**src/rtl/program_counter.sv**
```systemverilog
// Program counter and call/return sequencer driving the Instruction_Stack push/pop port.
// Keeps its own copy of the stack depth so it can refuse calls when full and returns when empty.
module program_counter #(
  parameter int                    addr_width = 4,
  parameter int                    data_width = 16,
  parameter logic [data_width-1:0] RESET_PC   = '0
) (
  input  logic                  clk,
  input  logic                  rst,
  input  logic                  en,
  input  logic                  jump,
  input  logic                  call_req,
  input  logic                  rtrn_req,
  input  logic [data_width-1:0] i_target,
  input  logic [data_width-1:0] i_Stack,
  output logic [data_width-1:0] o_PC,
  output logic [data_width-1:0] o_Stack_PC,
  output logic                  o_call,
  output logic                  o_rtrn,
  output logic                  busy,
  output logic [addr_width:0]   o_depth,
  output logic                  o_overflow,
  output logic                  o_underflow,
  output logic                  dbg_state
);

  typedef enum logic {
    RUN      = 1'b0,
    RET_WAIT = 1'b1
  } state_t;

  localparam logic [addr_width:0] DEPTH_FULL = (addr_width + 1)'(2 ** addr_width);
  localparam logic [addr_width:0] DEPTH_ONE  = (addr_width + 1)'(1);

  state_t state;
  logic   full;
  logic   empty;
  logic   in_run;

  assign full   = (o_depth == DEPTH_FULL);
  assign empty  = (o_depth == '0);
  assign in_run = (state == RUN);

  // Stack port: o_call / o_rtrn are single-cycle strobes taken by the stack on the
  // same rising edge; the stack always accepts, so there is no ready. A push stores
  // o_Stack_PC (the stack adds 1); a popped address appears on i_Stack one edge later.
  assign o_call     = in_run && !rtrn_req && call_req && !full;
  assign o_rtrn     = in_run && rtrn_req && !empty;
  assign o_Stack_PC = o_PC;
  assign busy       = (state == RET_WAIT);
  assign dbg_state  = state;

  always_ff @(posedge clk or negedge rst) begin
    if (!rst) begin
      state       <= RUN;
      o_PC        <= RESET_PC;
      o_depth     <= '0;
      o_overflow  <= 1'b0;
      o_underflow <= 1'b0;
    end else begin
      case (state)
        RUN: begin
          if (rtrn_req) begin
            // A refused return is dropped outright rather than falling through.
            if (!empty) begin
              o_depth <= o_depth - DEPTH_ONE;
              state   <= RET_WAIT;
            end else begin
              o_underflow <= 1'b1;
            end
          end else if (call_req) begin
            if (!full) begin
              o_PC    <= i_target;
              o_depth <= o_depth + DEPTH_ONE;
            end else begin
              o_overflow <= 1'b1;
            end
          end else if (jump) begin
            o_PC <= i_target;
          end else if (en) begin
            o_PC <= o_PC + data_width'(1);
          end
        end
        RET_WAIT: begin
          o_PC  <= i_Stack;
          state <= RUN;
        end
        default: state <= RUN;
      endcase
    end
  end

endmodule

```
**config.mk**
```make
export PLATFORM = sky130hd
export DESIGN_NAME = program_counter
export DESIGN_NICKNAME = d
export VERILOG_FILES = /design/src/rtl/program_counter.sv
export SDC_FILE = /design/constraint.sdc
export NUM_CORES = 1
export LEC_CHECK = 0
export BUFFER_PORTS_ARGS = -buffer_cell sky130_fd_sc_hd__buf_4
export CELL_PAD_IN_SITES_DETAIL_PLACEMENT = 1
export CELL_PAD_IN_SITES_GLOBAL_PLACEMENT = 1
export CORE_ASPECT_RATIO = 1.2
export CORE_UTILIZATION = 34
export CTS_BUF_LIST = sky130_fd_sc_hd__clkbuf_16
export DETAILED_ROUTE_END_ITERATION = 6
export PLACE_DENSITY_LB_ADDON = 0.08
export SYNTH_ARGS = -nofsm -noshare
export SYNTH_HDL_FRONTEND = slang
export SYNTH_SLANG_ARGS = --single-unit
```
**constraint.sdc**
```tcl
create_clock -name clk -period 2.2 [get_ports clk]
set_input_delay 0.44 -clock clk [delete_from_list [all_inputs] [get_ports clk]]
set_output_delay 0.44 -clock clk [all_outputs]
set_load 0.1 [all_outputs]
```
==> impl_metrics.ini, run 1 <==
[global_route]
grt_pass1_vias = 2022
grt_max_degree = 25
grt_first_pass_wirelength_mm = 10.26
overflow = 0
antenna_found_initial = 0
grt_use_total_pct = 21.59

[routing]
wl_per_cell_um = 17.45
drt-pass1-iter-count = 4
routed_via_density = 5.573
ant_nets = 0
remaining_drc_errors = 0
wirelength_mm = 6.336
drt_iter0_drc = 48
vias = 2023

[critical_path]
critPathLaunchType = register
cp_slowest_cell = or4_4
r2r_slack_ps = 50
crit_fanout = 4
path_class = reg2out
worstPathBufferInverterCount = 1
crit_path_end_kind = output pin
r2r_end = o_PC[5]
cpLargestDelayFamily = simple AND/OR/NAND/NOR gates
cp.required_ps = 1760
rr_startpoint = o_depth[1]
startpoint = o_depth[1]
worst-r2r-cell-count = 6
crit_chain = or4_4, o21ai_4, nor3_4, buf_12
crit_arrival_ps = 1740
critPathMaxStageDelay_ps = 600

[logic_synthesis]
synth_top_area_share_pct = 31.58
yosysMostFrequentCell = nor2_1
yosys-top-cells-area = dfrtp_1, buf_4, nor2_1
ys_ff_latch = 24
synth_edf_count = 0
yosysWarnings = 0
synth_cell_types = 52
netlist_area_um2 = 1902
synth_top_cell_by_area = dfrtp_1
syn_inst = 229
async_flop_share_pct = 100.0
synth_commonest_cells = nor2_1, dfrtp_1, nand2_1
avgSynthCellArea_um2 = 8.305
ys.flop_type = dfrtp_1
ys_seq_area_share_pct = 31.58
syn-num-nets = 272

[floorplan]
ios = 81
die_h_um = 83.93
row_count = 29
die-area_um2 = 5898
core-area_um2 = 5334
start_util_pct = 35.66
die_x_um = 70.28

[clock_network]
h-tree-depth = 1
path_clk_slew_ps = 70
cts_root_buf = clkbuf_16
clk_latency_ps = 270
cts_hold_buf = 0
clock-sinks = 24
clk_path_buf_depth = 2
cts_tree = done
cts_buffers = 3

[outcome]
status = finished, final reports clean

[timing]
setup_ws_ps = 24.07
finClkSkew_ps = 7.060
finalHoldViolations = 0
max_freq_mhz = 459.6
tightest_slew_ps = 544.8
maxSlewViolCount = 0
rsz0062_at_grt = yes
tns_ps = 0
finalSetupViolations = 0
max-slew-margin-rel_pct = 63.34
period_share_pct = 98.91
fin_crit_ps = 2176

[cells_and_area]
area_growth_pct = 41.51
finalInstanceArea_um2 = 2691
fin_nets = 345
diodes = 0
drive_above_1_share_pct = 43.52

[place]
io_buffers = 80
dp_slack_ps = 93.28
post-dp-hpwl_mm = 4.713
gp_congestion = 0.8123
place_area_um2 = 2524

[run]
maxCapViolCount = 0

[worst_hold_path]
hp-class = in2async
[worst max-delay path by stage]
stage / to / slack [ps] / depth (start not counted)
2_1_floorplan: o_call / -50 / 3
3_3_place_gp: o_rtrn / 110 / 4
3_5_place_dp: o_rtrn / 90 / 4
4_1_cts: o_call / -20 / 4
5_1_grt: o_rtrn / -20 / 4
6_report: o_call / 20 / 4
[cell families (layout without fill, tap and decap cells)]
family	count (synthesis)	count (layout)	synth area share [%]
compound gates	75	75	27.63
simple gates	74	74	18.62
buf+inv	38	110	12.24
flops	24	24	31.58
xor+xnor	9	9	4.145
fa+ha+maj	5	5	3.684
mux	4	4	2.105
[state kept, by name, indices dropped and copies added (netlist names)]
signal and flops:
o_underflow 1, o_PC 16, o_depth 5, busy 1
o_overflow 1
[metrics by stage]
| step | instances | utilization, % | hold slack [ps] |
|---|---|---|---|
| final | 363 | 50.46 | 80.24 |
| after global placement | 354 | 47.31 | 373.4 |
| after CTS | 361 | 49.80 | 92.83 |
| after floorplan | 229 | - | 144.4 |
| after detailed placement | 354 | 47.31 | 380.0 |
| after global routing | 363 | 50.46 | 101.5 |
[area by class of cell]
cell class              count  area [um^2]
fillers                   637         2643
clock buffers               3        75.07
flip-flops and latches     24        634.4
well taps                  62        77.57
clock inverters             1        3.754
inverters                  10        37.54
repair buffers             96        745.7
multi-input cells         167         1117
[metal layers]
| layer | vias to the layer above | track usage (%) | part of all wire, % |
|---|---|---|---|
| li1 | 967 | - | - |
| met5 | - | 0 | 0 |
| met4 | 0 | 5.091 | 1.2 |
| met2 | 58 | 38.96 | 51 |
| met1 | 991 | 26.48 | 43 |
| met3 | 7 | 3.261 | 4.2 |
[placed cells by master (no fill, tap or decap), types with 4 or more instances in the layout]
cell	synthesis	routed
xnor2_1	6	6
mux2i_1	4	4
dfrtp_2	0	12
inv_1	9	10
o21ai_1	6	6
buf_4	17	94
nand2_1	19	19
nor2_1	25	23
a31oi_1	7	7
o21ai_0	14	13
a21oi_1	16	16
ha_1	4	4
a211oi_1	4	4
nor3_1	5	4
dfrtp_1	24	7
dfrtp_4	0	5
nand3_1	5	5
a2bb2oi_1	4	4
a211o_1	4	4
[timing repair]
action | 4_1_cts | 5_1_grt
endpoints found under the setup margin | 2 | 11
pin swaps | 4 | 3
buffers inserted | 3 | 2
resized for setup | 7 | 3
Power of run 1 is not shown: default switching activity piles up to over one toggle a cycle in this logic, so the estimate is an artifact.
==> inputs of run 2 (changes only) <==
--- a/config.mk
+++ b/config.mk
@@ -13,6 +13,7 @@
 export CTS_BUF_LIST = sky130_fd_sc_hd__clkbuf_16
 export DETAILED_ROUTE_END_ITERATION = 6
 export PLACE_DENSITY_LB_ADDON = 0.08
+export RECOVER_POWER = 100
 export SYNTH_ARGS = -nofsm -noshare
 export SYNTH_HDL_FRONTEND = slang
 export SYNTH_SLANG_ARGS = --single-unit
==> impl_metrics.ini, run 2 (same netlist as run 1, synthesis figures left out) <==
[cells_and_area]
finalInstanceArea_um2 = 2635
layout_commonest_cell = buf_4
diodes = 0
fin_util_pct = 49.40
area_growth_pct = 38.55
final_cells = 363
largest-register = o_PC
largestRegisters = o_PC: 16 flops, o_depth: 5 flops
drive_above_1_share_pct = 43.19
largest_register_ffs = 16
final_cell_mix = buf_4, nor2_1, clkbuf_2
fin_nets = 345

[timing]
period_share_pct = 98.90
max-slew-margin-rel_pct = 2.604
tns_ps = 0
rsz0062_at_grt = yes
tightest_slew_ps = 1461
max_freq_mhz = 459.6
finalSetupViolations = 0
maxSlewViolCount = 0
finClkSkew_ps = 6.993
fin_crit_ps = 2176
finalHoldViolations = 0

[critical_path]
crit_fanout = 4
cp.required_ps = 1760
cp_slowest_cell = or4_4
crit_chain = or4_4, o21ai_4, nor3_4, buf_12
critPathMaxStageDelay_ps = 600
crit_path_end_kind = output pin
worstPathBufferInverterCount = 1
critPathLaunchType = register
path_class = reg2out
cpLargestDelayFamily = simple AND/OR/NAND/NOR gates
crit_arrival_ps = 1740

[global_route]
grt_pass1_vias = 2022
overflow = 0
grt_max_degree = 25
grt_use_total_pct = 21.59
grt_first_pass_wirelength_mm = 10.26
antenna_found_initial = 0

[floorplan]
die_x_um = 70.28
ios = 81
die-area_um2 = 5898
die_h_um = 83.93
row_count = 29
start_util_pct = 35.66
core-area_um2 = 5334

[place]
io_buffers = 80
place_area_um2 = 2524
dpl.cell_count = 354
gp_congestion = 0.8123
post-dp-hpwl_mm = 4.713

[clock_network]
clk_latency_ps = 270
path_clk_slew_ps = 70
cts_hold_buf = 0
clk_path_buf_depth = 2
cts_root_buf = clkbuf_16
clock-sinks = 24
cts_buffers = 3
cts_tree = done
h-tree-depth = 1

[run]
maxCapViolCount = 0

[routing]
remaining_drc_errors = 0
ant_nets = 0
drt_iter0_drc = 47
vias = 2025
routed_via_density = 5.579
wirelength_mm = 6.323
wl_per_cell_um = 17.42
drt-pass1-iter-count = 4

[outcome]
status = finished, final reports clean

[worst_hold_path]
hp-class = in2reg
[run 2: cell count changes in the layout (fill, tap and decap cells not counted)]
cell and change:
buf_4 -22, clkbuf_2 +21, clkbuf_1 +1
[run 2: final cells by class]
cell class | count | area, um^2
clock buffer | 3 | 75.07
inverter | 10 | 37.54
multi-input combinational | 167 | 1117
timing repair buffer | 96 | 689.4
tap | 62 | 77.57
fill | 647 | 2699
clock inverter | 1 | 3.754
sequential | 24 | 634.4
[run 2: worst paths after layout]
check | from | endpoint | slack (ps) | cells past startpoint
setup / recovery | o_depth[1] | o_call | 20 | 4
hold / removal | i_Stack[0] | o_PC[0] | 400 | 3
setup reg to reg | o_depth[1] | o_PC[5] | 50 | 6
hold reg to reg | o_underflow | o_underflow | 490 | 1
max in group asynchronous | rst | busy | 640 | 1
min in group asynchronous | rst | o_PC[4] | 510 | 1
[run 2: metrics by stage]
| stage | hold WS (ps) | worst slack (ps) |
|---|---|---|
| finish | 396.8 | 24.13 |
| global route | 399.8 | -19.52 |
| CTS | 92.83 | -17.20 |
| detailed placement | 380.0 | 93.28 |
| global placement | 373.4 | 113.8 |
| floorplan | 144.4 | -47.53 |
[run 2: worst reg2reg max path: cells and delay by family, from the launching register on]
kind                   cells  cell delay (ps)
AO/OA/AOI/OAI              3              600
buffers and inverters      2              370
flip-flops                 1              470
AND/OR/NAND/NOR            1              600
[run 2: what timing repair did]
action | CTS | global route
endpoints found under the setup margin | 2 | 11
setup buffers | 3 | 2
gates resized for setup | 7 | 3
pin swaps | 4 | 3
[run 2: metal layers]
metal	up-vias	routed length (um)	track usage (%)
li1	968	-	-
met1	989	2693	26.48
met2	61	3244	38.96
met3	7	308	3.261
met4	0	77	5.091
met5	-	0	0
Power of run 2 is left out for the same reason.
==> inputs of run 3 (changes only) <==
--- a/config.mk
+++ b/config.mk
@@ -9,7 +9,7 @@
 export CELL_PAD_IN_SITES_DETAIL_PLACEMENT = 1
 export CELL_PAD_IN_SITES_GLOBAL_PLACEMENT = 1
 export CORE_ASPECT_RATIO = 1.2
-export CORE_UTILIZATION = 34
+export CORE_UTILIZATION = 31
 export CTS_BUF_LIST = sky130_fd_sc_hd__clkbuf_16
 export DETAILED_ROUTE_END_ITERATION = 6
 export PLACE_DENSITY_LB_ADDON = 0.08
==> constraint.sdc (replaced) <==
create_clock -name clk -period 2 [get_ports clk]
set_input_delay 0.4 -clock clk [delete_from_list [all_inputs] [get_ports clk]]
set_output_delay 0.4 -clock clk [all_outputs]
set_load 0.1 [all_outputs]
==> impl_metrics.ini, run 3 (same netlist as run 1, synthesis figures left out) <==
[critical_path]
cpLargestDelayFamily = simple AND/OR/NAND/NOR gates
crit_chain = or4_4, o21ai_4, nor3_4, buf_12
critPathMaxStageDelay_ps = 590
critPathLaunchType = register
worstPathBufferInverterCount = 1
cp_slowest_cell = or4_4
crit_path_end_kind = output pin
r2r_slack_ps = -90
crit_arrival_ps = 1730
rr_startpoint = o_depth[3]
r2r_end = o_PC[6]
path_class = reg2out
crit_fanout = 3
worst-r2r-cell-count = 6
cp.required_ps = 1600

[worst_hold_path]
whs_path_depth = 2
hp-class = in2reg
worstHoldStart = i_Stack[12]
hold_end = o_PC[12]

[place]
gp_congestion = 0.7323
post-dp-hpwl_mm = 4.913
io_buffers = 80
place_area_um2 = 2674

[cells_and_area]
layout_commonest_cell = buf_4
register_area_um2 = 650.6
final_cell_mix = buf_4, clkbuf_2, nor2_1
largestRegisters = o_PC: 16 flops, o_depth: 5 flops
largest_register_ffs = 16
fin_nets = 355
diodes = 0
finalInstanceArea_um2 = 2774
fin_util_pct = 47.99
drive_above_1_share_pct = 47.59
largest-register = o_PC
multi_input_area_um2 = 1162
area_growth_pct = 45.86
fillers = 742

[floorplan]
start_util_pct = 32.90
core-area_um2 = 5781
die_h_um = 87.80
ios = 81
die_x_um = 73.50
die-area_um2 = 6453
row_count = 30

[clock_network]
clock-sinks = 24
cts_root_buf = clkbuf_16
path_clk_slew_ps = 60
clk_latency_ps = 260
cts_buffers = 3
cts_tree = done
clk_path_buf_depth = 2
cts_hold_buf = 0
h-tree-depth = 1

[outcome]
status = finished with violations
violations = setup timing

[routing]
wirelength_mm = 6.301
drt-pass1-iter-count = 4
routed_via_density = 5.258
ant_nets = 0
drt_iter0_drc = 57
wl_per_cell_um = 16.12
vias = 2056
remaining_drc_errors = 0

[timing]
max_freq_mhz = 468.9
rsz0062_at_grt = yes
setup_ws_ps = -132.8
maxSlewViolCount = 0
tightest_slew_ps = 1403
period_share_pct = 106.6
finalSetupViolations = 9
finalHoldViolations = 0
fin_crit_ps = 2133
finClkSkew_ps = 2.815
max-slew-margin-rel_pct = 6.488

[global_route]
antenna_found_initial = 0
grt_max_degree = 25
grt_pass1_vias = 2074
grt_use_total_pct = 20.51
grt_first_pass_wirelength_mm = 10.25
overflow = 0

[run]
maxCapViolCount = 0
## run 3: cell count changes in the layout (fill, tap and decap cells not counted), moves of 2 or more
cell,change
clkbuf_2,+11
buf_4,-5
dfrtp_4,+5
buf_6,+3
dfrtp_1,-3
a21oi_1,-2
dfrtp_2,-2
## run 3: per-layer routing
metal  GRT usage [%]  vias to the layer above  wire length, um
li1                -                      987                -
met3           2.877                        2              315
met4           4.196                        0               33
met2           39.62                       51             3504
met5               0                        -                0
met1           23.57                     1016             2449
## run 3: worst max path at each step
| stage | start | end | slack [ps] | cells after the start |
|---|---|---|---|---|
| after floorplan | o_depth[1] | o_call | -200 | 4 |
| after global placement | o_depth[3] | o_rtrn | 0.6 | 4 |
| after detailed placement | o_depth[3] | o_rtrn | -0.9 | 4 |
| after CTS | o_depth[0] | o_call | -170 | 4 |
| after global routing | o_depth[3] | o_call | -170 | 4 |
| final | o_depth[3] | o_call | -130 | 4 |
## run 3: timing repair
action                     CTS  global route
gates resized for setup     11             6
setup buffers                2             2
pin swaps                    4             3
setup endpoints to repair    3            17
cloned                       0             0
## run 3: cell type report
cell class | instances | area share (%)
flip-flops and latches | 24 | 23.46
well taps | 80 | 3.608
repair buffers | 106 | 26.84
multi-input cells | 167 | 41.90
clock buffers | 3 | 2.706
clock inverters | 1 | 0.1353
inverters | 10 | 1.353
## run 3: per-stage QoR
| step | setup WS (ps) | std cells | TNS (ps) | hold WS [ps] |
|---|---|---|---|---|
| floorplan | -198.5 | 229 | -666.6 | 104.4 |
| global placement | 0.5678 | 383 | 0 | 331.2 |
| detailed placement | -0.9278 | 383 | -0.9278 | 332.9 |
| CTS | -171.8 | 389 | -734.5 | 55.24 |
| global route | -166.6 | 391 | -1409 | 370.8 |
| finish | -132.8 | 391 | -466.8 | 366.0 |
Power of run 3 is left out for the same reason.
